<file path="src/rtl/fp_pkg.sv">
// Shared fixed-point types and the round-half-up / saturate narrowing helper.
package fp_pkg;

  localparam int unsigned FP_IBITS = 12;
  localparam int unsigned FP_FBITS = 20;
  localparam int unsigned W        = FP_IBITS + FP_FBITS;

  typedef logic signed [W-1:0] single_t;
  typedef logic signed [2*W:0] wide_t;

  typedef enum logic [1:0] {
    MODE_FMA  = 2'b00,
    MODE_FMS  = 2'b01,
    MODE_NFMS = 2'b10,
    MODE_MUL  = 2'b11
  } mode_e;

  localparam wide_t SINGLE_MAX = {{(W+2){1'b0}}, {(W-1){1'b1}}};
  localparam wide_t SINGLE_MIN = {{(W+2){1'b1}}, {(W-1){1'b0}}};

  // Returns {sat, value}; sat set only when the clamp altered the rounded value.
  function automatic logic [W:0] fp_round_sat(input wide_t s, input int unsigned fb);
    wide_t t;
    t = (s + (wide_t'(1) <<< (fb - 1))) >>> fb;
    if (t > SINGLE_MAX)
      return {1'b1, SINGLE_MAX[W-1:0]};
    else if (t < SINGLE_MIN)
      return {1'b1, SINGLE_MIN[W-1:0]};
    else
      return {1'b0, t[W-1:0]};
  endfunction

endpackage

</file>
<file path="src/rtl/fp_round_sat_stage.sv">
// Registered narrowing stage: rounds a wide accumulator to single width with saturation.
module fp_round_sat_stage
  import fp_pkg::*;
#(
  parameter int unsigned fbits   = FP_FBITS,
  parameter int unsigned id_bits = 8
) (
  input  logic               clock,
  input  logic               reset,
  input  logic               clear,
  input  logic               enable,
  input  wide_t              acc_in,
  input  logic [id_bits-1:0] id_in,
  input  logic               valid_in,
  output single_t            r,
  output logic               sat,
  output logic [id_bits-1:0] id_out,
  output logic               valid_out
);

  single_t            r_q, r_d;
  logic               sat_q, sat_d;
  logic [id_bits-1:0] id_q, id_d;
  logic               valid_q, valid_d;
  logic [W:0]         rs;

  always_comb begin
    rs      = fp_round_sat(acc_in, fbits);
    r_d     = r_q;
    sat_d   = sat_q;
    id_d    = id_q;
    valid_d = valid_q;
    if (enable) begin
      r_d     = rs[W-1:0];
      sat_d   = rs[W];
      id_d    = id_in;
      valid_d = valid_in;
    end
    if (reset || clear) valid_d = 1'b0;
    if (reset) sat_d = 1'b0;
  end

  always_ff @(posedge clock) begin
    r_q     <= r_d;
    sat_q   <= sat_d;
    id_q    <= id_d;
    valid_q <= valid_d;
  end

  assign r         = r_q;
  assign sat       = sat_q;
  assign id_out    = id_q;
  assign valid_out = valid_q;

endmodule

</file>
<file path="src/rtl/fp_fma_sat.sv">
// Pipelined fixed-point FMA with mode select, round-half-up narrowing and saturation.
module fp_fma_sat
  import fp_pkg::*;
#(
  parameter int unsigned ibits   = FP_IBITS,
  parameter int unsigned fbits   = FP_FBITS,
  parameter int unsigned id_bits = 8,
  parameter int unsigned latency = 4
) (
  input  logic                     clock,
  input  logic                     reset,
  input  logic                     flush,
  input  logic [ibits+fbits-1:0]   a,
  input  logic [ibits+fbits-1:0]   b,
  input  logic [ibits+fbits-1:0]   c,
  input  logic [1:0]               mode,
  input  logic [id_bits-1:0]       iid,
  input  logic                     ivalid,
  output logic                     iready,
  output logic [ibits+fbits-1:0]   r,
  output logic                     sat,
  output logic [id_bits-1:0]       oid,
  output logic                     ovalid,
  input  logic                     oready
);

  localparam int unsigned NS = latency - 1;

  typedef struct packed {
    wide_t              acc;
    logic [id_bits-1:0] id;
    logic               valid;
  } slot_t;

  slot_t      slot_q [NS];
  slot_t      slot_d [NS];
  single_t    c0_q, c0_d;
  mode_e      mode0_q, mode0_d;
  logic       advance, accept;
  logic [2*W-1:0] p2;
  wide_t      c_al, sum;
  slot_t      last;

  assign advance = !ovalid || oready;
  assign iready  = advance && !flush;
  assign accept  = ivalid && iready;

  always_comb begin
    p2   = {{W{a[W-1]}}, a} * {{W{b[W-1]}}, b};
    c_al = {{(W+1-fbits){c0_q[W-1]}}, c0_q, {fbits{1'b0}}};
    unique case (mode0_q)
      MODE_FMA:  sum = slot_q[0].acc + c_al;
      MODE_FMS:  sum = slot_q[0].acc - c_al;
      MODE_NFMS: sum = c_al - slot_q[0].acc;
      default:   sum = slot_q[0].acc;
    endcase
  end

  always_comb begin
    slot_d  = slot_q;
    c0_d    = c0_q;
    mode0_d = mode0_q;
    if (advance) begin
      slot_d[0] = '{acc: {p2[2*W-1], p2}, id: iid, valid: accept};
      c0_d      = c;
      mode0_d   = mode_e'(mode);
      for (int unsigned i = 1; i < NS; i++) begin
        if (i == 1) slot_d[i] = '{acc: sum, id: slot_q[0].id, valid: slot_q[0].valid};
        else        slot_d[i] = slot_q[i-1];
      end
    end
    if (reset || flush)
      for (int unsigned i = 0; i < NS; i++) slot_d[i].valid = 1'b0;
  end

  // Rounding sits in the final slot; delay slots are placed between add and round,
  // which is externally identical and lets latency=2 merge add+round naturally.
  always_comb begin
    if (NS == 1) last = '{acc: sum, id: slot_q[0].id, valid: slot_q[0].valid};
    else         last = slot_q[NS-1];
  end

  always_ff @(posedge clock) begin
    slot_q  <= slot_d;
    c0_q    <= c0_d;
    mode0_q <= mode0_d;
  end

  fp_round_sat_stage #(
    .fbits  (fbits),
    .id_bits(id_bits)
  ) u_round_sat (
    .clock    (clock),
    .reset    (reset),
    .clear    (flush),
    .enable   (advance),
    .acc_in   (last.acc),
    .id_in    (last.id),
    .valid_in (last.valid),
    .r        (r),
    .sat      (sat),
    .id_out   (oid),
    .valid_out(ovalid)
  );

endmodule

</file>
<file path="config.mk">
export PLATFORM = sky130hd
export DESIGN_NAME = fp_fma_sat
export DESIGN_NICKNAME = d
export VERILOG_FILES = /design/src/rtl/fp_pkg.sv /design/src/rtl/fp_round_sat_stage.sv /design/src/rtl/fp_fma_sat.sv
export SDC_FILE = /design/constraint.sdc
export NUM_CORES = 2
export LEC_CHECK = 0
export CAP_MARGIN = 20
export CORE_ASPECT_RATIO = 1.4
export CORE_MARGIN = 2
export CORE_UTILIZATION = 58
export CTS_CLUSTER_SIZE = 14
export DETAILED_ROUTE_END_ITERATION = 8
export MAX_ROUTING_LAYER = met4
export PLACE_DENSITY = 0.79
export SETUP_SLACK_MARGIN = 0.3
export SLEW_MARGIN = 20
export SYNTH_ARGS = -nofsm -noshare
export SYNTH_HDL_FRONTEND = slang
export SYNTH_SLANG_ARGS = --single-unit
</file>
<file path="constraint.sdc">
create_clock -name clock -period 9 [get_ports clock]
set_clock_uncertainty 0.2 [all_clocks]
set_input_delay 1.8 -clock clock [delete_from_list [all_inputs] [get_ports clock]]
set_output_delay 1.8 -clock clock [all_outputs]
set_load 0.005 [all_outputs]
</file>
# After elaboration in Yosys (flattened, before gate mapping)
# Cells that the tools add are included.
# classes
order_cmp	2
mul	1
n_eq_ne	2
reduce_logical	7
muxes	3
addsub	4
# ops
op	n
$pmux 65 s3	1
$mux 33	2
$add 64x52->65	1
$add 65x21->65 const B	1
$sub 52x64->65	1
$sub 64x52->65	1
$mul 32x32->64	1
$gt 45x32->1 const B	1
$lt 45x32->1 const B	1
$eq 2x1->1 const B	1
$eq 2x2->1 const B	1
$logic_and 1x1->1	2
$logic_not 1->1	2
$logic_not 2->1	1
$logic_or 1x1->1	2
# word_totals
input_bits	111
regBits	297

# Logic depth before layout (Yosys ltp)
# logic_depth
word_depth	4
ltp_mapped	31

# By module
# Synthesis repeated with hierarchy kept, for this count alone.
# hier_totals
hier_cells	5411
hier_area_um2	53334.9
# by_module_without_submodules
mod	area_per_inst_um2	seq_area_each_um2	cells_per_inst	instances
fp_fma_sat	50567.2	7627.3	5153	1
fp_round_sat_stage	2767.7	1241.2	258	1

# Least setup slack after synthesis
# Ideal clock, no wire load.
# synth_path
path_type	input to register
start	in a[31]
end	reg slot_q[214] (netlist bit), data pin
setup_ns	0.262
arrival_ns	8.947
cell_stages	24
required_ns	8.538
slack_ns	-0.409
n_path_buf	2
cell_sequence	clkbuf_1 nand2_1 fa_1 fa_1 inv_1 fa_1 fa_1 inv_1 fa_1 inv_1 fa_1 inv_1 fa_1 inv_1 fa_1 ha_1 clkbuf_1 a21oi_1 o21ai_0 or3_1 a211o_1 a31oi_1 o21bai_1 xor2_1
# synth_via
elab_chain_len	1
# synth_rtl
element	line	source
from (decl)	fp_fma_sat.sv:13	input logic [ibits+fbits-1:0] a,
$mul 32x32->64	fp_fma_sat.sv:49	p2 = {{W{a[W-1]}}, a} * {{W{b[W-1]}}, b};
net p2[57]	fp_fma_sat.sv:40	logic [2*W-1:0] p2;
to (signal assigned)	fp_fma_sat.sv:84	slot_q <= slot_d;
to (decl)	fp_fma_sat.sv:35	slot_t slot_q [NS];
# The timed path passes the listed nets, and every way through them passes these cells.
# A chain may end at the register's enable or synchronous reset.

# Worst setup path after layout
# layout_path
start	in b[19]
end	reg slot_q[216] (netlist bit), data pin
# layout_via
elab_chain_len	1
# layout_rtl
element	line	source
from (decl)	fp_fma_sat.sv:14	input logic [ibits+fbits-1:0] b,
$mul 32x32->64	fp_fma_sat.sv:49	
net p2[59]	fp_fma_sat.sv:40	
# The timed path passes the listed nets, and every way through them passes these cells.

==> impl_results.md <==
* # port buffers at 153
* CTS tree: yes
* WS Path Type: primary input to register
* Violated checks: setup timing
* Synthesis-to-layout area growth at 20.41%
* Worst EP arrival at 9.10 ns
* Final Core Density at 70.26%
* Crit start category: primary input
* Hold WC Path Type: register to register
* Die Wd at roughly 260 um
* Final wirelength at 147.7 mm
* # IOs at approximately 150
* Vias in the first global route at 43580
* Pre-CTS setup slack at -0.9876 ns
* Die height at ~360 um
* Core Rows at about 130
* Post-synth EDFFs at 254
* Count of cell types in the netlist at 91
* R2R Path Start: c0_q[3]$_DFFE_PN_
* Nets at 7345
* WL/cell at ~21 um
* Final worst path period share at 100.1%
* Reg2Reg Depth at 23
* Hold wc startpoint: slot_q[151]$_DFFE_PN_
* Sequential cell area fraction in the yosys report at 15.03%
* CTS Sinks at 259
* Initial antenna violation count at 4
* Setup ws final at -0.01217 ns
* Hold Path Depth at 0
* Routability Congestion at between 0.9 and 1
* First-pass GRT wire length at ~230 mm
* Avg Cell Area, Syn at 9.659 um^2
* Non-filler cells, final at 7075
* FMAX at 111.0 MHz
* Layout cells sized above 1 at 17.26%
* Vias at 39980
* Max Buffers Root-to-Sink at 3
* Top cell by count, worst path: fa_1
* Dpl hpwl at approximately 110 mm
* Max incr delay on CP at between 0.6 and 0.7 ns
* Outcome: complete, but fails checks
* Root Buffer: clkbuf_16
* Syn nets at 6791
* RSZ-0062 raised after global routing: yes
* Core area at 88130 um^2
* Synthesized cell area at 51430 um^2
* Synth Flop Type: edfxtp_1
* Seq cells post-synth at between 200 and 300
* Largest net degree at the start of global routing at 144
* Full die area at slightly above 90000 um^2
* CP max FO at 9
* FF+latch area at a little under 8000 um^2
* Actual slew at the worst max-slew pin at 0.9065 ns
* FILL cells at 6250
* Final Hold Violating Endpoints at 0
* Area of the multi-input gates at approximately 40000 um^2
* Relative slew slack at 39.56%
* Final setup violating endpoints at 2
* Synth Instances at 5324
* CP required at 9.09 ns
* Clk_lat worst skew at 0.54 ns
* Hold Buf Count CTS at 0
* Total GRT Usage at 33.13%
* # DRC at 0
* Fraction of registers with async set/reset at 0%
* Minimum clock period at 9.012 ns
* First-pass iteration count of the detailed router at 8
* H-tree levels at 1
* Crit end category: register
* Critical-path top delay cell: fa_1
* Number of max-cap violations at 0
* Total placed cells including tap cells at 6874
* Vias per cell at 5.650
* Antenna Nets Post-Route at 0
* Starting density of the core at 58.35%
* TritonCTS Buffers at 24
* Synth warnings at 0
* CP startpoint: b[19]
* GRT overflow at 0
* Clock-pin slew on the worst setup and hold paths at 0.06 ns
* Drt initial violations at 2849
* Final number of max-transition violations at 0
==> cell families after synthesis <==
| family | count (synthesis) | share of synthesized area, % |
|---|---|---|
| xor gates and xnor gates | 209 | 3.560 |
| buffers and inverters | 1346 | 9.878 |
| and+or+nand+nor | 1533 | 14.94 |
| muxes | 14 | 0.2774 |
| DFF | 259 | 15.03 |
| adders and majority gates | 1356 | 48.80 |
| AOI/OAI and AO/OA | 607 | 7.518 |
==> sequential cells by signal (all words and copies together), names as in the netlist <==
signal and cells:
c0_q 32, slot_q 128, mode0_q 2, last 55, u_round_sat.valid_out 1, u_round_sat.id_out 8, u_round_sat.sat 1, u_round_sat.r 32
==> metal layers <==
metal  share of wire [%]  GRT usage [%]
met1                  36          38.61
met3                 7.3          4.362
met2                  49          56.07
met4                 7.4          17.89
met5                   0              -
==> through the flow <==
step	area, um^2	hold slack (ns)	TNS (ns)
after floorplan	51660	0.2003	-0.04255
after global routing	61920	0.2099	-0.6807
after detailed placement	57830	0.2045	-21.19
after CTS	60800	0.2123	0
after global placement	57830	0.2004	-18.78
final	61920	0.2141	-0.02002
==> worst max-delay path, delay by kind of cell <==
kind / cells / cell delay (ns)
AOI/OAI and AO/OA: 9 / 1.80
and+or+nand+nor: 1 / 0.11
xor gates and xnor gates: 1 / 0.06
adders and majority gates: 9 / 4.19
buffers and inverters: 9 / 1.13
==> cells in the mapped netlist, drive strengths merged (17+ instances only) <==
library cell  number  area (um^2)
a211oi            25        207.7
a21o              83        623.1
a21oi            184        924.6
a31oi             19        133.9
and2             511         3197
and3              38        237.7
clkbuf           233        874.6
edfxtp           254         7627
fa              1083        21680
ha               273         3416
inv             1103         4140
nand2            641         2409
nand2b            28        175.2
nand3             46        240.2
nand4             26        177.7
nor2             140        525.5
nor2b             20        125.1
nor3              33        180.2
o21ai            167        850.8
o21bai            17        131.4
xnor2            123         1077
xor2              86        753.2
==> timing repair <==
| item | 4_1_cts | 5_1_grt |
|---|---|---|
| endpoints found under the setup margin | 33 | 28 |
| resized for setup | 421 | 255 |
| gates cloned | 26 | 8 |
| setup buffers | 86 | 37 |
| pin swaps | 227 | 225 |
| endpoints found under the hold margin | 0 | 0 |
==> cell type report <==
cell class / instances / share of cell area, %
Inverter: 1104 / 6.719
Antenna cell: 5 / 0.02021
Clock inverter: 6 / 0.1031
Sequential cell: 259 / 12.48
Multi-Input combinational cell: 3719 / 64.18
Clock buffer: 33 / 1.109
Tap cell: 1179 / 2.382
Timing Repair Buffer: 770 / 13.00
==> final timing paths <==
path | end | slack [ns]
setup / recovery | slot_q[216]$_DFFE_PN_ | -0.01
hold / removal | slot_q[77]$_DFFE_PN_ | 0.21
hold reg to reg | slot_q[77]$_DFFE_PN_ | 0.21
setup reg to reg | slot_q[141]$_DFFE_PN_ | 3.10
==> placed cells by master (no fill, tap or decap), types with 12 or more instances in the layout <==
cell             count
a211oi_1            18
a21o_1              83
a21oi_1            148
a21oi_2             31
a31oi_1             15
and2_1             476
and2_4              35
and3_1              38
buf_12              78
buf_2               14
buf_4              411
buf_6               98
buf_8               16
bufbuf_16           12
clkbuf_16           34
clkdlybuf4s50_1     90
dlygate4sd2_1       15
edfxtp_1           254
fa_1              1013
fa_2                70
ha_1               245
ha_4                27
inv_1             1050
inv_2               50
mux2i_1             12
nand2_1            613
nand2_2             24
nand2b_1            28
nand3_1             40
nand4_1             25
nor2_1             139
nor2b_1             19
nor3_1              27
o211ai_1            12
o21ai_0            108
o21ai_1             51
o21bai_1            16
xnor2_1            119
xor2_1              86
Power is left out: the tool's default activity adds up to more than one toggle a clock period on the data nets, which glitch-free logic cannot reach.
